==> src/rtl/fetch_pkg.sv <==
// Shared types and constants for the instruction fetch slice.
// MEM_LATENCY must match the program memory read pipeline depth.
package fetch_pkg;

    // Cycles from a read request to its data_valid response.
    localparam int unsigned MEM_LATENCY = 2;

    // One buffered instruction: its byte address and the fetched word.
    typedef struct packed {
        logic [31:0] pc;
        logic [31:0] instr;
    } fetch_entry_t;

    // One outstanding request travelling alongside the memory pipeline.
    typedef struct packed {
        logic        valid;
        logic        epoch;
        logic [31:0] pc;
    } inflight_t;

    // Force a byte address onto a 4-byte word boundary.
    function automatic logic [31:0] align_word(input logic [31:0] addr);
        return addr & 32'hFFFF_FFFC;
    endfunction

endpackage

==> src/rtl/fetch_fifo.sv <==
// Small circular response buffer between the memory capture path and decode.
// Flush has priority over push and pop; DEPTH must be a power of two.
module fetch_fifo
    import fetch_pkg::*;
#(
    parameter int unsigned DEPTH = 4
) (
    input  logic                     clk_in,
    input  logic                     rst_in,
    input  logic                     push,
    input  fetch_entry_t             push_data,
    input  logic                     pop,
    input  logic                     flush,
    output logic [$clog2(DEPTH):0]   count,
    output fetch_entry_t             head
);

    localparam int unsigned PTR_W = $clog2(DEPTH);

    fetch_entry_t           mem_q [DEPTH];
    logic [PTR_W-1:0]       wr_ptr_q;
    logic [PTR_W-1:0]       rd_ptr_q;
    logic [PTR_W:0]         count_q;

    // Entry storage: write at the tail on push (a flushed push is discarded).
    always_ff @(posedge clk_in or negedge rst_in) begin
        if (!rst_in) begin
            for (int unsigned i = 0; i < DEPTH; i++) begin
                mem_q[i] <= '0;
            end
        end else if (push && !flush) begin
            mem_q[wr_ptr_q] <= push_data;
        end
    end

    // Pointer and occupancy bookkeeping; pointers wrap naturally.
    always_ff @(posedge clk_in or negedge rst_in) begin
        if (!rst_in) begin
            wr_ptr_q <= '0;
            rd_ptr_q <= '0;
            count_q  <= '0;
        end else if (flush) begin
            wr_ptr_q <= '0;
            rd_ptr_q <= '0;
            count_q  <= '0;
        end else begin
            if (push) begin
                wr_ptr_q <= wr_ptr_q + 1'b1;
            end
            if (pop) begin
                rd_ptr_q <= rd_ptr_q + 1'b1;
            end
            case ({push, pop})
                2'b10:   count_q <= count_q + 1'b1;
                2'b01:   count_q <= count_q - 1'b1;
                default: count_q <= count_q;
            endcase
        end
    end

    assign count = count_q;
    assign head  = mem_q[rd_ptr_q];

endmodule

==> src/rtl/instr_fetch_unit.sv <==
// Instruction fetch initiator: walks the PC, issues one word read per cycle
// under a credit limit, tags requests with an epoch so responses that were
// in flight across a redirect are squashed, and buffers live responses for
// decode. Optional macro FETCH_PERF_CNT_EN builds the perf counters.
module instr_fetch_unit
    import fetch_pkg::*;
#(
    parameter logic [31:0] RESET_PC   = 32'h0000_0000,
    parameter int unsigned FIFO_DEPTH = 4
) (
    input  logic        clk_in,
    input  logic        rst_in,
    output logic [31:0] mem_addr_out,
    output logic        mem_read_req_out,
    input  logic [31:0] mem_instr_in,
    input  logic        mem_data_valid_in,
    input  logic        redirect_in,
    input  logic [31:0] redirect_pc_in,
    output logic        valid_out,
    input  logic        ready_in,
    output logic [31:0] instr_out,
    output logic [31:0] pc_out,
    output logic [31:0] perf_issued_out,
    output logic [31:0] perf_squashed_out
);

    localparam int unsigned CNT_W = $clog2(FIFO_DEPTH) + 1;

    logic [31:0]       pc_q;
    logic              epoch_q;
    inflight_t         tracker_q [MEM_LATENCY];
    inflight_t         tail;
    logic [MEM_LATENCY-1:0] rst_blank_q;

    logic [CNT_W-1:0]  fifo_count;
    fetch_entry_t      fifo_head;
    fetch_entry_t      push_data;
    logic              fifo_push;
    logic              fifo_pop;

    logic [CNT_W:0]    inflight_cnt;
    logic [CNT_W:0]    occupancy;
    logic              credit;
    logic              issue;
    logic              tail_hit;

    // Credit check: buffered plus outstanding entries must leave a free slot.
    always_comb begin
        inflight_cnt = '0;
        for (int unsigned i = 0; i < MEM_LATENCY; i++) begin
            inflight_cnt = inflight_cnt + (CNT_W+1)'(tracker_q[i].valid);
        end
        occupancy = (CNT_W+1)'(fifo_count) + inflight_cnt;
        credit    = occupancy < (CNT_W+1)'(FIFO_DEPTH);
        issue     = rst_in && !redirect_in && credit;
    end

    // Response capture: only a tracked, current-epoch response is buffered.
    always_comb begin
        tail      = tracker_q[MEM_LATENCY-1];
        tail_hit  = mem_data_valid_in && tail.valid;
        fifo_push = tail_hit && !redirect_in && (tail.epoch == epoch_q);
        push_data = '{pc: tail.pc, instr: mem_instr_in};
        fifo_pop  = valid_out && ready_in && !redirect_in;
    end

    // PC and epoch: redirect reloads the aligned target, issue advances by a word.
    always_ff @(posedge clk_in or negedge rst_in) begin
        if (!rst_in) begin
            pc_q    <= RESET_PC;
            epoch_q <= 1'b0;
        end else if (redirect_in) begin
            pc_q    <= align_word(redirect_pc_in);
            epoch_q <= ~epoch_q;
        end else if (issue) begin
            pc_q    <= pc_q + 32'd4;
        end
    end

    // In-flight tracker shifting in lockstep with the memory pipeline.
    // On redirect, surviving entries are re-stamped with the pre-toggle epoch,
    // so they stay stale even when consecutive redirects toggle the 1-bit epoch
    // back to an earlier value.
    always_ff @(posedge clk_in or negedge rst_in) begin
        if (!rst_in) begin
            for (int unsigned i = 0; i < MEM_LATENCY; i++) begin
                tracker_q[i] <= '0;
            end
        end else begin
            tracker_q[0] <= '{valid: issue, epoch: epoch_q, pc: pc_q};
            for (int unsigned i = 1; i < MEM_LATENCY; i++) begin
                tracker_q[i] <= '{valid: tracker_q[i-1].valid,
                                  epoch: redirect_in ? epoch_q : tracker_q[i-1].epoch,
                                  pc:    tracker_q[i-1].pc};
            end
        end
    end

    // Post-reset window in which responses to pre-reset requests may still arrive.
    always_ff @(posedge clk_in or negedge rst_in) begin
        if (!rst_in) begin
            rst_blank_q <= '1;
        end else begin
            rst_blank_q <= rst_blank_q >> 1;
        end
    end

    fetch_fifo #(
        .DEPTH (FIFO_DEPTH)
    ) u_fifo (
        .clk_in    (clk_in),
        .rst_in    (rst_in),
        .push      (fifo_push),
        .push_data (push_data),
        .pop       (fifo_pop),
        .flush     (redirect_in),
        .count     (fifo_count),
        .head      (fifo_head)
    );

    assign mem_read_req_out = issue;
    assign mem_addr_out     = pc_q;
    assign valid_out        = (fifo_count != '0);
    assign instr_out        = fifo_head.instr;
    assign pc_out           = fifo_head.pc;

`ifdef FETCH_PERF_CNT_EN
    logic [31:0] perf_issued_q;
    logic [31:0] perf_squashed_q;
    logic        squash;

    assign squash = tail_hit && !fifo_push;

    // Free-running event counters, cleared only by reset.
    always_ff @(posedge clk_in or negedge rst_in) begin
        if (!rst_in) begin
            perf_issued_q   <= '0;
            perf_squashed_q <= '0;
        end else begin
            if (issue) begin
                perf_issued_q <= perf_issued_q + 32'd1;
            end
            if (squash) begin
                perf_squashed_q <= perf_squashed_q + 32'd1;
            end
        end
    end

    assign perf_issued_out   = perf_issued_q;
    assign perf_squashed_out = perf_squashed_q;
`else
    assign perf_issued_out   = '0;
    assign perf_squashed_out = '0;
`endif

    // A response must always line up with a tracked request.
    a_resp_tracked: assert property (@(posedge clk_in) disable iff (!rst_in)
        mem_data_valid_in |-> (tail.valid || (rst_blank_q != '0)));

endmodule

==> config.mk <==
export PLATFORM = sky130hd
export DESIGN_NAME = instr_fetch_unit
export DESIGN_NICKNAME = d
export VERILOG_FILES = /design/src/rtl/fetch_pkg.sv /design/src/rtl/fetch_fifo.sv /design/src/rtl/instr_fetch_unit.sv
export SDC_FILE = /design/constraint.sdc
export NUM_CORES = 1
export LEC_CHECK = 0
export BUFFER_PORTS_ARGS = -buffer_cell sky130_fd_sc_hd__buf_2
export CELL_PAD_IN_SITES_DETAIL_PLACEMENT = 0
export CELL_PAD_IN_SITES_GLOBAL_PLACEMENT = 2
export CORE_MARGIN = 1.5
export CORE_UTILIZATION = 36
export DETAILED_ROUTE_END_ITERATION = 10
export HOLD_SLACK_MARGIN = 0.08
export PLACE_DENSITY_LB_ADDON = 0.1
export RECOVER_POWER = 50
export SETUP_SLACK_MARGIN = 0.3
export SYNTH_ARGS = -nofsm -noshare
export SYNTH_HDL_FRONTEND = slang
export SYNTH_SLANG_ARGS = --single-unit
==> constraint.sdc <==
create_clock -name clk_in -period 2.25 [get_ports clk_in]
set_input_delay 0.1125 -clock clk_in [delete_from_list [all_inputs] [get_ports clk_in]]
set_output_delay 0.1125 -clock clk_in [all_outputs]
set_load 0.01 [all_outputs]
==> impl_metrics.toml, run 1 <==
[route]
vias = 8818
drtAntennaViolNets = 0
top_layer = "met4"
drc = 7
drt_iter0_drc = 398
drtPass1Iterations = 9
wl_per_cell_um = 19.28
met2_length_um = 16710
wl_um = 35250
post_drt_via_cell_ratio = 4.824
m1WireLength_um = 16460
wl_met3_um = 1512

[pwr]
power_density_mw_per_mm2 = 1048
ir_worst_vdd_v = 0.0004662
total_power_mw = 20.35
cellLeakagePower_nw = 9.377

[cells_and_area]
layout.nets = 1344
final_common_cell = "dfrtp_1"
syn2layout_area_growth_pct = 29.22
antenna_cells = 0
final_layout_size_suffix_gt1_share_pct = 48.84
fillCellCount = 3680
final_cell_mix = "347 x dfrtp_1, 253 x mux2_2, 127 x buf_2"
instances_no_fill = 1828

[worst_setup_path]
cp_max_fo = 5
cpPeakStageDelay_ns = 0.45
r2r-start = "u_fifo.count[0]$_DFFE_PN0P_"
cp.required_ns = 2.61
worstSetupPathType = "flop to flop"
critPathTopFamily = "compound AO/OA/AOI/OAI gates"
arrival_ns = 2.51
crit_chain = "ha_1 -> a21o_1 -> a2111o_1 -> buf_12 -> nor4b_4 -> xnor2_1 -> o21ai_1"
reg2reg_slack_ns = 0.1
cp-start-kind = "flop"
r2r_cells = 7
slowest_stage = "a2111o_1"
critPathCaptureType = "flop"
path_buf_inv = 1
worstReg2RegEnd = "mem_addr_out[31]$_DFFE_PN0P_"

[hold_path]
hold_depth = 6
worstHoldPathType = "primary input to flop"
hp-start = "mem_data_valid_in"
hold_end = "u_fifo.count[0]$_DFFE_PN0P_"

[global_routing]
grt-ovfl-total = 0
grt_pass1_wl_um = 54480
track_usage_pct = 16.23
grt_pass1_vias = 9205
antenna_found_initial = 0
grt_start_max_net_pins = 160

[place]
dp_hpwl_um = 20930
gp_congestion = 0.7374
post-place-cells = 1661
portBuffers = 160

[die]
fp.coreArea_sq_mm = 0.04102
die_w_um = 207.3
start_util_pct = 36.63
dieArea_sq_mm = 0.04297
fp-row-count = 74
ios = 231
dieHeight_um = 207.3

[yosys]
yosysUniqueCellTypes = 42
syn_area_sq_mm = 0.01502
avgSynthCellArea_sq_um = 15.30
ys_seq_elements = 350
synth-async-reset-ratio_pct = 100.0
yosysWarnings = 0
ys_seq_area_share_pct = 58.30
syn_inst = 982
synth_edf_count = 0
synth_flop_cell = "dfrtp_1"

[clock_network]
clock_sinks = 350
cts-root-buf = "clkbuf_16"
cts_max_path_buffers = 3
tritoncts = "yes"
cts_max_level = 2
clock_latency_ns = 0.54
numCtsBuffers = 40
clk_pin_slew_ns = 0.06

[timing]
fmax_mhz = 464.8
finalCritPeriodShare_pct = 95.61
setup_viol = 0
relSlewSlack_pct = 4.867
setup_tns_ns = 0
layout_min_cycle_time_ns = 2.151
finalMaxSlewViolations = 0
skew_ns = 0.01618
worstMarginPinSlew_ns = 1.427
hold_viol_final = 0
rsz0062_at_grt = "yes"

[flow_run]
drv_cap = 0

[outcome]
violations = "design-rule violations"
status = "finished with violations"
## state kept, by name (all words and copies together), names as in the netlist
signal           cells
epoch_q              1
mem_addr_out        30
push_data           30
tail                 2
tracker_q           32
u_fifo.count         3
u_fifo.mem_q       248
u_fifo.rd_ptr_q      2
u_fifo.wr_ptr_q      2
## final cells by class
cell class              instances  area, sq um  share of cell area [%]
well taps                     532        665.6                   3.429
multi-input cells             576         6018                   31.00
clock inverters                 9        108.9                  0.5607
flip-flops and latches        350         8767                   45.16
repair buffers                296         2645                   13.63
clock buffers                  61         1192                   6.142
inverters                       4        15.01                 0.07734
## worst register-to-register path: stages (launching register included)
cell and delay, ns:
dfrtp_1 0.38, ha_1 0.30, a21o_1 0.23, a2111o_1 0.45
buf_12 0.17, nor4b_4 0.23, xnor2_1 0.15, o21ai_1 0.07
## cells by family (layout without fill, tap and decap cells)
| kind of cell | Yosys count | after routing | share of synthesized area [%] |
|---|---|---|---|
| simple gates | 112 | 112 | 4.031 |
| flops | 350 | 350 | 58.30 |
| fa+ha+maj | 7 | 7 | 0.6330 |
| buf+inv | 123 | 370 | 5.147 |
| mux | 318 | 318 | 28.46 |
| xor+xnor | 34 | 34 | 1.982 |
| other cells | 1 | 68 | 0.02496 |
| compound gates | 37 | 37 | 1.424 |
## routing by layer
| metal | global-route usage (%) | up-vias |
|---|---|---|
| met5 | 0 | - |
| met4 | 4.006 | 0 |
| met3 | 3.011 | 38 |
| met2 | 26.05 | 178 |
| met1 | 22.83 | 4616 |
| li1 | - | 3986 |
## stage by stage
| step | instance area [sq um] | setup slack (ns) | hold slack [ns] | util [%] |
|---|---|---|---|---|
| floorplan | 15310 | 0.1267 | -0.1831 | - |
| global placement | 16540 | 0.1099 | -0.07604 | 40.32 |
| detailed placement | 16540 | 0.1175 | -0.07537 | 40.32 |
| CTS | 19080 | 0.07507 | 0.2624 | 46.52 |
| global route | 19410 | 0.01689 | 0.3279 | 47.33 |
| finish | 19410 | 0.09874 | 0.3172 | 47.33 |
## Yosys cell counts (6+ instances only)
cell type,n,area (sq um)
dfrtp_1,350,8758
mux2_2,253,2849
buf_4,68,510.5
mux4_2,62,1396
nand2_1,39,146.4
buf_2,33,165.2
o21ai_0,22,110.1
xnor2_1,20,175.2
xor2_1,14,122.6
clkbuf_1,13,48.80
nand3_1,13,65.06
nand4_1,12,75.07
nor3_1,9,45.04
and3_1,7,43.79
nor2_1,7,26.28
nor4_1,7,43.79
ha_1,6,75.07
## worst max path at each step
| stage | start | endpoint | slack (ns) | depth (start not counted) |
|---|---|---|---|---|
| floorplan | u_fifo.count[0]$_DFFE_PN0P_ | mem_addr_out[15]$_DFFE_PN0P_ | 0.13 | 7 |
| finish | u_fifo.count[0]$_DFFE_PN0P_ | mem_addr_out[31]$_DFFE_PN0P_ | 0.1 | 7 |
| detailed placement | u_fifo.count[0]$_DFFE_PN0P_ | mem_addr_out[15]$_DFFE_PN0P_ | 0.12 | 6 |
| global placement | u_fifo.count[0]$_DFFE_PN0P_ | mem_addr_out[19]$_DFFE_PN0P_ | 0.11 | 7 |
| global route | u_fifo.count[0]$_DFFE_PN0P_ | mem_addr_out[14]$_DFFE_PN0P_ | 0.02 | 8 |
| CTS | u_fifo.rd_ptr_q[0]$_DFFE_PN0P_ | instr_out[23] | 0.08 | 5 |
## repair_timing
item                       CTS  global route
resized for setup           62            57
setup endpoints to repair   80           122
pin swaps                   14            21
hold endpoints to repair   510             0
setup buffers               16             8
cloned                       6             2
hold buffers                65             0
## where the power goes
group | internal [mW] | switching [mW]
sequential | 7.33 | 0.603
clock | 3.88 | 2.54
combinational | 3.52 | 2.48
total | 14.7 | 5.62
Power figures use the tool's default switching activity.
==> run 2, diff against run 1 <==
--- a/config.mk
+++ b/config.mk
@@ -9,7 +9,7 @@
 export CELL_PAD_IN_SITES_DETAIL_PLACEMENT = 0
 export CELL_PAD_IN_SITES_GLOBAL_PLACEMENT = 2
 export CORE_MARGIN = 1.5
-export CORE_UTILIZATION = 36
+export CORE_UTILIZATION = 23
 export DETAILED_ROUTE_END_ITERATION = 10
 export HOLD_SLACK_MARGIN = 0.08
 export PLACE_DENSITY_LB_ADDON = 0.1
==> run 2 against run 1 <==
Against the previous run:
- the run now ends clean
- register-to-register slack better by 0.03 ns
- global-route usage is 3.9 points lower
- die area is 56% higher
- critical path depth is 3 lower
- sequential share of layout area is 1.1 points lower
- wire length is 15% higher
- worst hold slack worse by 0.038 ns
- sequential power hardly changed
- count of clock-buffer cells in the layout is 1 higher
- non-clock buffer count is 1 higher
- largest cell class unchanged
==> impl_metrics.toml, run 2 (synthesis results as in run 1) <==
[outcome]
status = "completed"

[timing]
setup_ws_ns = 0.09286
layout_min_cycle_time_ns = 2.157
hold_viol_final = 0
relSlewSlack_pct = 0.7694
setup_viol = 0
fmax_mhz = 463.6
skew_ns = 0.02020
finalMaxSlewViolations = 0
finalCritPeriodShare_pct = 95.87
worstMarginPinSlew_ns = 1.488
rsz0062_at_grt = "yes"
setup_tns_ns = 0
holdWs_ns = 0.2790

[worst_setup_path]
arrival_ns = 2.04
cp.required_ns = 2.14
cp-start-kind = "flop"
cp_max_fo = 6
worstSetupPathType = "flop to output pin"
critPathCaptureType = "output pin"

[route]
drc = 0
wl_per_cell_um = 18.87
vias = 8850
post_drt_via_cell_ratio = 4.103
drt_iter0_drc = 319
drtAntennaViolNets = 0
drtPass1Iterations = 4
wl_um = 40690

[cells_and_area]
final_cell_mix = "347 x dfrtp_1, 253 x mux2_2, 88 x buf_2"
top_register = "u_fifo.mem_q"
largest_reg_flops = 248
fin_util_pct = 30.89
seq_area_sq_mm = 0.008767
layout.nets = 1349
syn2layout_area_growth_pct = 32.56
fillCellCount = 6533
postLayoutCellArea_sq_mm = 0.01991
instances_no_fill = 2157
multi_input_area_sq_mm = 0.006017
top_regs = "u_fifo.mem_q x248, tracker_q x32"
final_common_cell = "dfrtp_1"
final_layout_size_suffix_gt1_share_pct = 46.43

[pwr]
total_power_mw = 21.12
p_sw_mw = 5.988
intPower_mw = 15.13
power.share.sequential_pct = 37.6
power_density_mw_per_mm2 = 1060
cellLeakagePower_nw = 9.302
pwr-share-comb_pct = 29.3
p_sw_share_pct = 28.36
ir_worst_vdd_v = 0.0005236
clockPowerShare_pct = 33.1

[hold_path]
worstHoldPathType = "primary input to flop"

[clock_network]
tritoncts = "yes"
cts_max_path_buffers = 3
cts-root-buf = "clkbuf_16"
cts_max_level = 2
clock_latency_ns = 0.57
numCtsBuffers = 44
clk_pin_slew_ns = 0.06
clock_sinks = 350

[die]
die_w_um = 258.6
start_util_pct = 23.30
dieHeight_um = 258.6
ios = 231
fp.coreArea_sq_mm = 0.06446
fp-row-count = 93
dieArea_sq_mm = 0.06686

[place]
dp_hpwl_um = 25020
portBuffers = 160
place_area_sq_mm = 0.01708
post-place-cells = 1995
place_ws_ns = 0.07323
gp_congestion = 0.7097

[global_routing]
grt_pass1_wl_um = 61860
antenna_found_initial = 0
track_usage_pct = 12.30
grt-ovfl-total = 0
grt_start_max_net_pins = 149
grt_pass1_vias = 9537

[flow_run]
drv_cap = 0
==> run 2: cell count changes in the layout (fill, tap and decap cells not counted), sizes merged <==
cell / change
clkbuf: +38
buf: -35
inv: +2
bufinv: +1
diode: +1
dlygate4sd3: -1
==> run 2: per-layer routing <==
layer,track usage [%],up-vias,wire [um]
li1,-,4027,-
met1,16.82,4599,19030
met2,19.65,174,19230
met3,2.748,50,1733
met4,3.135,0,693
met5,0,-,0
==> run 2: path summary, 6_finish.rpt <==
check	startpoint	endpoint	slack, ns	cells after the start
hold / removal	redirect_in	u_fifo.count[1]$_DFFE_PN0P_	0.28	5
setup reg to reg	u_fifo.count[0]$_DFFE_PN0P_	mem_addr_out[22]$_DFFE_PN0P_	0.13	8
setup / recovery	u_fifo.rd_ptr_q[0]$_DFFE_PN0P_	pc_out[15]	0.09	4
max in group asynchronous	rst_in	u_fifo.mem_q[195]$_DFFE_PN0P_	0.44	4
min in group asynchronous	rst_in	u_fifo.mem_q[212]$_DFFE_PN0P_	0.60	3
hold reg to reg	tracker_q[58]$_DFF_PN0_	push_data[56]$_DFF_PN0_	0.35	0
==> run 2: area by class of cell <==
cell class	instances	area share, %
Sequential cell	350	44.02
Multi-Input combinational cell	576	30.21
Timing Repair Buffer	297	13.19
Clock buffer	62	6.377
Tap cell	855	5.372
Clock inverter	12	0.7288
Inverter	4	0.07540
Antenna cell	1	0.01257
==> run 2: what timing repair did <==
| item | 4_1_cts | 5_1_grt |
|---|---|---|
| gates cloned | 6 | 2 |
| buffers inserted | 7 | 8 |
| resized for setup | 46 | 80 |
| endpoints found under the hold margin | 327 | 0 |
| hold buffers | 64 | 0 |
| endpoints found under the setup margin | 205 | 293 |
| pin swaps | 16 | 21 |
==> run 2: worst max-delay path, stage by stage, from the launching register on <==
cell and delay (ns):
dfrtp_4 0.44, buf_12 0.18, clkbuf_16 0.18, mux4_2 0.52
buf_6 0.15
==> run 2: power groups by stage <==
stage               sequential [mW]  combinational, mW  clock [mW]
global route                   8.08               6.69        7.60
floorplan                      7.85               3.10           0
finish                         7.93               6.19        6.99
CTS                            7.94               5.66        7.33
global placement               8.05               4.96           0
detailed placement             8.06               4.99           0
